==> src/rtl/proc_bus_pkg.sv <==
// Shared definitions for the processor load/store bus and its memory-side responder.
package proc_bus_pkg;
  localparam int ADDR_W_DEF = 8;
  localparam int DATA_W_DEF = 8;
  localparam int CNT_W      = 4;

  typedef enum logic [1:0] {
    IDLE,
    WAIT,
    RESP
  } state_t;
endpackage

==> src/rtl/proc_mem_responder_if.sv <==
// Load/store request/response bundle between the processor and the memory responder.
interface proc_mem_responder_if
  import proc_bus_pkg::*;
#(
  parameter int ADDR_W = ADDR_W_DEF,
  parameter int DATA_W = DATA_W_DEF
);
  logic              req_in;
  logic              we_in;
  logic [ADDR_W-1:0] addr_in;
  logic [DATA_W-1:0] wdata_in;
  logic [DATA_W-1:0] rdata_out;
  logic              ack_out;
  logic              err_out;
  logic              busy_out;

  modport master (
    output req_in, we_in, addr_in, wdata_in,
    input  rdata_out, ack_out, err_out, busy_out
  );

  modport slave (
    input  req_in, we_in, addr_in, wdata_in,
    output rdata_out, ack_out, err_out, busy_out
  );
endinterface

==> src/rtl/proc_mem_array.sv <==
// Single-port synchronous RAM; dout is registered and returns to zero on any edge without a read.
module proc_mem_array #(
  parameter int DEPTH  = 200,
  parameter int DATA_W = 8,
  parameter int IDX_W  = $clog2(DEPTH)
) (
  input  logic              clk_in,
  input  logic              rst_in,
  input  logic              en,
  input  logic              we,
  input  logic [IDX_W-1:0]  addr,
  input  logic [DATA_W-1:0] din,
  output logic [DATA_W-1:0] dout
);
  logic [DATA_W-1:0] mem [DEPTH];

  // Storage is deliberately left without reset.
  always_ff @(posedge clk_in) begin
    if (en && we) mem[addr] <= din;
  end

  always_ff @(posedge clk_in or negedge rst_in) begin
    if (!rst_in)         dout <= '0;
    else if (en && !we)  dout <= mem[addr];
    else                 dout <= '0;
  end
endmodule

==> src/rtl/proc_mem_responder.sv <==
// Memory-side responder: captures one request, inserts WAIT_CYCLES wait states, then acks for one cycle.
module proc_mem_responder
  import proc_bus_pkg::*;
#(
  parameter int ADDR_W      = ADDR_W_DEF,
  parameter int DATA_W      = DATA_W_DEF,
  parameter int DEPTH       = 200,
  parameter int WAIT_CYCLES = 2
) (
  input  logic                 clk_in,
  input  logic                 rst_in,
  proc_mem_responder_if.slave  bus
);
  localparam int IDX_W = $clog2(DEPTH);
  localparam logic [31:0] DEPTH_U = 32'(DEPTH);
  localparam logic [CNT_W-1:0] CNT_LOAD = (WAIT_CYCLES == 0) ? '0 : CNT_W'(WAIT_CYCLES - 1);

  state_t            state_q, state_d;
  logic [CNT_W-1:0]  cnt_q, cnt_d;
  logic              we_q;
  logic [ADDR_W-1:0] addr_q;
  logic [DATA_W-1:0] wdata_q;
  logic              ack_q, err_q, busy_q;

  logic              sel_we;
  logic [ADDR_W-1:0] sel_addr;
  logic [DATA_W-1:0] sel_wdata;
  logic              in_range;
  logic              mem_en;
  logic [DATA_W-1:0] mem_dout;

  // With zero wait states the store is accessed on the capture edge, so the live inputs are used.
  always_comb begin
    sel_we    = (state_q == IDLE) ? bus.we_in    : we_q;
    sel_addr  = (state_q == IDLE) ? bus.addr_in  : addr_q;
    sel_wdata = (state_q == IDLE) ? bus.wdata_in : wdata_q;
    in_range  = 32'(sel_addr) < DEPTH_U;
  end

  always_comb begin
    state_d = state_q;
    cnt_d   = cnt_q;
    case (state_q)
      IDLE: begin
        if (bus.req_in) begin
          cnt_d   = CNT_LOAD;
          state_d = (WAIT_CYCLES == 0) ? RESP : WAIT;
        end
      end
      WAIT: begin
        if (cnt_q == '0) state_d = RESP;
        else             cnt_d   = cnt_q - 1'b1;
      end
      RESP:    state_d = IDLE;
      default: state_d = IDLE;
    endcase
    mem_en = (state_d == RESP) && in_range;
  end

  always_ff @(posedge clk_in or negedge rst_in) begin
    if (!rst_in) begin
      state_q <= IDLE;
      cnt_q   <= '0;
      we_q    <= 1'b0;
      addr_q  <= '0;
      wdata_q <= '0;
      ack_q   <= 1'b0;
      err_q   <= 1'b0;
      busy_q  <= 1'b0;
    end else begin
      state_q <= state_d;
      cnt_q   <= cnt_d;
      if (state_q == IDLE && bus.req_in) begin
        we_q    <= bus.we_in;
        addr_q  <= bus.addr_in;
        wdata_q <= bus.wdata_in;
      end
      ack_q  <= (state_d == RESP);
      err_q  <= (state_d == RESP) && !in_range;
      busy_q <= (state_d != IDLE);
    end
  end

  proc_mem_array #(
    .DEPTH  (DEPTH),
    .DATA_W (DATA_W),
    .IDX_W  (IDX_W)
  ) u_mem (
    .clk_in (clk_in),
    .rst_in (rst_in),
    .en     (mem_en),
    .we     (sel_we),
    .addr   (sel_addr[IDX_W-1:0]),
    .din    (sel_wdata),
    .dout   (mem_dout)
  );

  assign bus.rdata_out = mem_dout;
  assign bus.ack_out   = ack_q;
  assign bus.err_out   = err_q;
  assign bus.busy_out  = busy_q;
endmodule

==> src/flat_wrapper.sv <==
// flat-port wrapper written by rule: the top's interface ports become plain ports
module proc_mem_responder_flat import proc_bus_pkg::*;
#(
  parameter int ADDR_W      = ADDR_W_DEF,
  parameter int DATA_W      = DATA_W_DEF,
  parameter int DEPTH       = 200,
  parameter int WAIT_CYCLES = 2
)
  (clk_in, rst_in, bus_req_in, bus_we_in, bus_addr_in, bus_wdata_in, bus_rdata_out, bus_ack_out, bus_err_out, bus_busy_out);
  proc_mem_responder_if #(.ADDR_W(ADDR_W), .DATA_W(DATA_W)) bus_i ();
  input  logic clk_in;
  input  logic rst_in;
  input wire logic [$bits(bus_i.req_in)-1:0] bus_req_in;
  input wire logic [$bits(bus_i.we_in)-1:0] bus_we_in;
  input wire logic [$bits(bus_i.addr_in)-1:0] bus_addr_in;
  input wire logic [$bits(bus_i.wdata_in)-1:0] bus_wdata_in;
  output wire logic [$bits(bus_i.rdata_out)-1:0] bus_rdata_out;
  output wire logic [$bits(bus_i.ack_out)-1:0] bus_ack_out;
  output wire logic [$bits(bus_i.err_out)-1:0] bus_err_out;
  output wire logic [$bits(bus_i.busy_out)-1:0] bus_busy_out;
  assign bus_i.req_in = bus_req_in;
  assign bus_i.we_in = bus_we_in;
  assign bus_i.addr_in = bus_addr_in;
  assign bus_i.wdata_in = bus_wdata_in;
  assign bus_rdata_out = bus_i.rdata_out;
  assign bus_ack_out = bus_i.ack_out;
  assign bus_err_out = bus_i.err_out;
  assign bus_busy_out = bus_i.busy_out;
  proc_mem_responder #(.ADDR_W(ADDR_W), .DATA_W(DATA_W), .DEPTH(DEPTH), .WAIT_CYCLES(WAIT_CYCLES)) u_core (.clk_in(clk_in), .rst_in(rst_in), .bus(bus_i));
endmodule
==> config.mk <==
export PLATFORM = sky130hd
export DESIGN_NAME = proc_mem_responder_flat
export DESIGN_NICKNAME = d
export VERILOG_FILES = /design/src/rtl/proc_bus_pkg.sv /design/src/rtl/proc_mem_responder_if.sv /design/src/rtl/proc_mem_array.sv /design/src/rtl/proc_mem_responder.sv /design/src/flat_wrapper.sv
export SDC_FILE = /design/constraint.sdc
export NUM_CORES = 2
export LEC_CHECK = 0
export BUFFER_PORTS_ARGS = -buffer_cell sky130_fd_sc_hd__buf_4
export CELL_PAD_IN_SITES_DETAIL_PLACEMENT = 1
export CELL_PAD_IN_SITES_GLOBAL_PLACEMENT = 2
export CORE_MARGIN = 2
export CORE_UTILIZATION = 57
export CTS_BUF_LIST = sky130_fd_sc_hd__clkbuf_8
export DETAILED_ROUTE_END_ITERATION = 6
export PLACE_DENSITY_LB_ADDON = 0.1
export SLEW_MARGIN = 20
export SYNTH_ARGS = -nofsm -noshare
export SYNTH_HDL_FRONTEND = slang
export SYNTH_HIERARCHICAL = 1
export SYNTH_SLANG_ARGS = --single-unit
==> constraint.sdc <==
create_clock -name clk_in -period 9.75 [get_ports clk_in]
set_input_delay 1.4625 -clock clk_in [delete_from_list [all_inputs] [get_ports clk_in]]
set_output_delay 1.4625 -clock clk_in [all_outputs]
set_load 0.005 [all_outputs]
==> impl_metrics.csv <==
group,metric,value,unit
timing,worst_pin_slew,1.14,ns
clock_network,cts.sinks,1634,
worst_setup_path,cp_max_fo,90,
synthesis,syn_area,63500,µm²
timing,setup_tns,0,ns
floorplan,die_width,338,µm
worst_setup_path,cp-end-kind,"register",
floorplan,pin_count,31,
floorplan,start_util,0.574,
drt,vias,32390,
worst_setup_path,critPathLaunchType,"register",
placement,routabilityCongestion,0.861,
synthesis,synth.distinct_cells,51,
worst_setup_path,crit_required,10.58,ns
synthesis,synth_nets,3057,
floorplan,die_area,114000,µm²
synthesis,ys_ff_latch,1634,
floorplan,rows,122,
timing,rsz0062_at_grt,"false",
synthesis,ys_warn_count,6,
global_routing,grt_usage,0.305,
cells_and_area,fill_cells,9151,
synthesis,synth-async-reset-ratio,0.0208,
drt,firstDrtPassIters,5,
hold_path,hold_class,"in2async",
worst_setup_path,critical_path_class,"reg2reg",
clock_network,cts_max_level,5,
synthesis,syn_inst,3035,
global_routing,antenna_found_initial,7,
cells_and_area,syn_to_final_growth,10.1,%
cells_and_area,nNetsFinal,3242,
cells_and_area,drive_above_1_share,0.242,
floorplan,core_area,111000,µm²
timing,finalCriticalPeriod,5.88,ns
clock_network,clk_latency,0.95,ns
drt,vias_per_cell,6.62,
synthesis,synth_top_area_share,0.757,
clock_network,hold_buffers,0,
clock_network,clk_pin_slew,0.06,ns
synthesis,netlist_top_cells_area,"edfxtp_1 (76%), mux4_2 (13%), nor2_1 (1.7%)",
drt,drt_wl_total,169000,µm
pwr,peakVddDrop,430,µV
drt,wl_per_cell,34.5,µm
clock_network,cts_tree,"done",
drt,drc,0,
timing,worst_clock_skew,0.0357,ns
timing,fin_crit_sh,0.603,
synthesis,avgSynthCellArea,20.9,µm²
clock_network,cts-root-buf,"clkbuf_8",
worst_setup_path,crit_arrival,6.71,ns
global_routing,overflow,0,
pwr,power.leakage,22.2,nW
timing,final-hold-violation-count,0,
run_status,status,"completed",
flow_run,cap_violations,0,
clock_network,clock_path_buffers,4,
synthesis,synthTopCellsByCount,"edfxtp_1 (1600), mux4_2 (380), nor2_1 (294)",
global_routing,grt_pass1_wl,244000,µm
global_routing,grt_max_degree,130,
synthesis,yosysTopAreaCell,"edfxtp_1",
global_routing,grt_pass1_vias,33749,
drt,ant_nets,0,
timing,setup_violations,0,
placement,place_area,65100,µm²
synthesis,ys_seq_area_frac,0.770,
synthesis,synth_edf_count,1600,
timing,finalMaxSlewViolations,0,
clock_network,cts_setup_buffers,0,
timing,max_freq,0.170,GHz
placement,portBuffers,30,
pwr,p_per_area,325,nW/µm²
clock_network,ctsResizeCount,0,
drt,drt_iter0_markers,3860,
timing,slew_headroom,0.238,
floorplan,die_y,338,µm
placement,dp_hpwl,102000,µm
synthesis,ys.flop_type,"edfxtp_1",
synthesis,yosysMostFrequentCell,"edfxtp_1",
clock_network,cts_buffers,281,
cells_and_area,fin_area,69900,µm²
## kinds of logic after synthesis
| logic type | Yosys count | share of synthesized area |
|---|---|---|
| AO/OA/AOI/OAI | 216 | 0.0253 |
| adder cells (fa/ha/maj) | 2 | 0.000394 |
| buffers and inverters | 184 | 0.0157 |
| flip-flops | 1634 | 0.770 |
| multiplexers | 524 | 0.158 |
| AND/OR/NAND/NOR | 475 | 0.0298 |
## placed cells by master, fill, tap and decap left out, drive strengths merged, types with 19 or more instances in the layout
cell / count
edfxtp: 1600
nand2: 130
nor2: 294
clkbuf: 288
mux4: 380
mux2: 37
clkinv: 81
buf: 74
dfrtp: 34
mux2i: 107
o22ai: 75
nand3: 19
inv: 98
a22oi: 20
## power breakdown
part           leakage (nW)  total, W  switching (W)  internal, W
registers              14.8   0.00917      0.0000641      0.00911
logic                  4.70   0.00815        0.00547      0.00268
clock network          2.71   0.00538        0.00263      0.00275
total                  22.2    0.0227        0.00816       0.0145
## metal layers
metal,vias up,share of wire,GRT usage
li1,12910,-,-
met1,17464,0.40,0.447
met2,1744,0.47,0.462
met3,264,0.098,0.0692
met4,8,0.028,0.102
met5,-,0.0014,0
## critical path, stage by stage, from the launching register on
cell	delay [ns]
dfrtp_1	0.48
nor2_4	0.72
mux2_8	0.85
buf_4	0.85
buf_4	0.78
mux4_2	0.46
o221ai_1	0.17
o311ai_0	0.68
o31ai_1	0.24
o41ai_2	0.32
## layout make-up
cell class | count | area, µm² | area share
sequential | 1634 | 48900 | 0.700
multi-input combinational | 1217 | 13800 | 0.197
clock buffer | 288 | 3960 | 0.0567
tap | 1488 | 1860 | 0.0266
clock inverter | 176 | 763 | 0.0109
timing repair buffer | 74 | 571 | 0.00817
inverter | 12 | 45.0 | 0.000645
antenna | 4 | 10.0 | 0.000143
## registers in the layout, summed over array words and instances (netlist names)
signal               count
u_core/bus.ack_out       1
u_core/bus.err_out       1
u_core/cnt_q             4
u_core/wdata_q           8
u_core/we_q              1
u_core/bus.busy_out      1
u_core/u_mem/dout        8
u_core/state_q           2
u_core/addr_q            8
u_core/u_mem/mem      1600
## worst paths after layout
path	start	endpoint	slack [ns]	depth (start not counted)
worst max-delay path	u_core/state_q[1]$_DFF_PN0_	u_core/u_mem/dout[7]$_DFF_PN0_	3.87	9
worst min-delay path	rst_in	u_core/state_q[0]$_DFF_PN0_	0.50	1
worst max register to register	u_core/state_q[1]$_DFF_PN0_	u_core/u_mem/dout[7]$_DFF_PN0_	3.87	9
worst min register to register	u_core/we_q$_DFFE_PN0P_	u_core/we_q$_DFFE_PN0P_	0.51	1
max in group asynchronous	rst_in	u_core/u_mem/dout[1]$_DFF_PN0_	8.91	1
min in group clk_in	u_core/we_q$_DFFE_PN0P_	u_core/we_q$_DFFE_PN0P_	0.51	1
## through the flow
stage / util / hold slack, ns / cells / total power (W) / setup slack (ns)
2_1_floorplan: - / 0.447 / 3035 / 0.0144 / 5.69
3_3_place_gp: 0.589 / 0.465 / 4425 / 0.0172 / 3.65
3_5_place_dp: 0.589 / 0.497 / 4425 / 0.0174 / 3.66
4_1_cts: 0.632 / 0.435 / 4889 / 0.0228 / 3.79
5_1_grt: 0.632 / 0.494 / 4892 / 0.0235 / 3.50
6_report: 0.632 / 0.496 / 4893 / 0.0227 / 3.87
(Power assumes the default switching activity.)
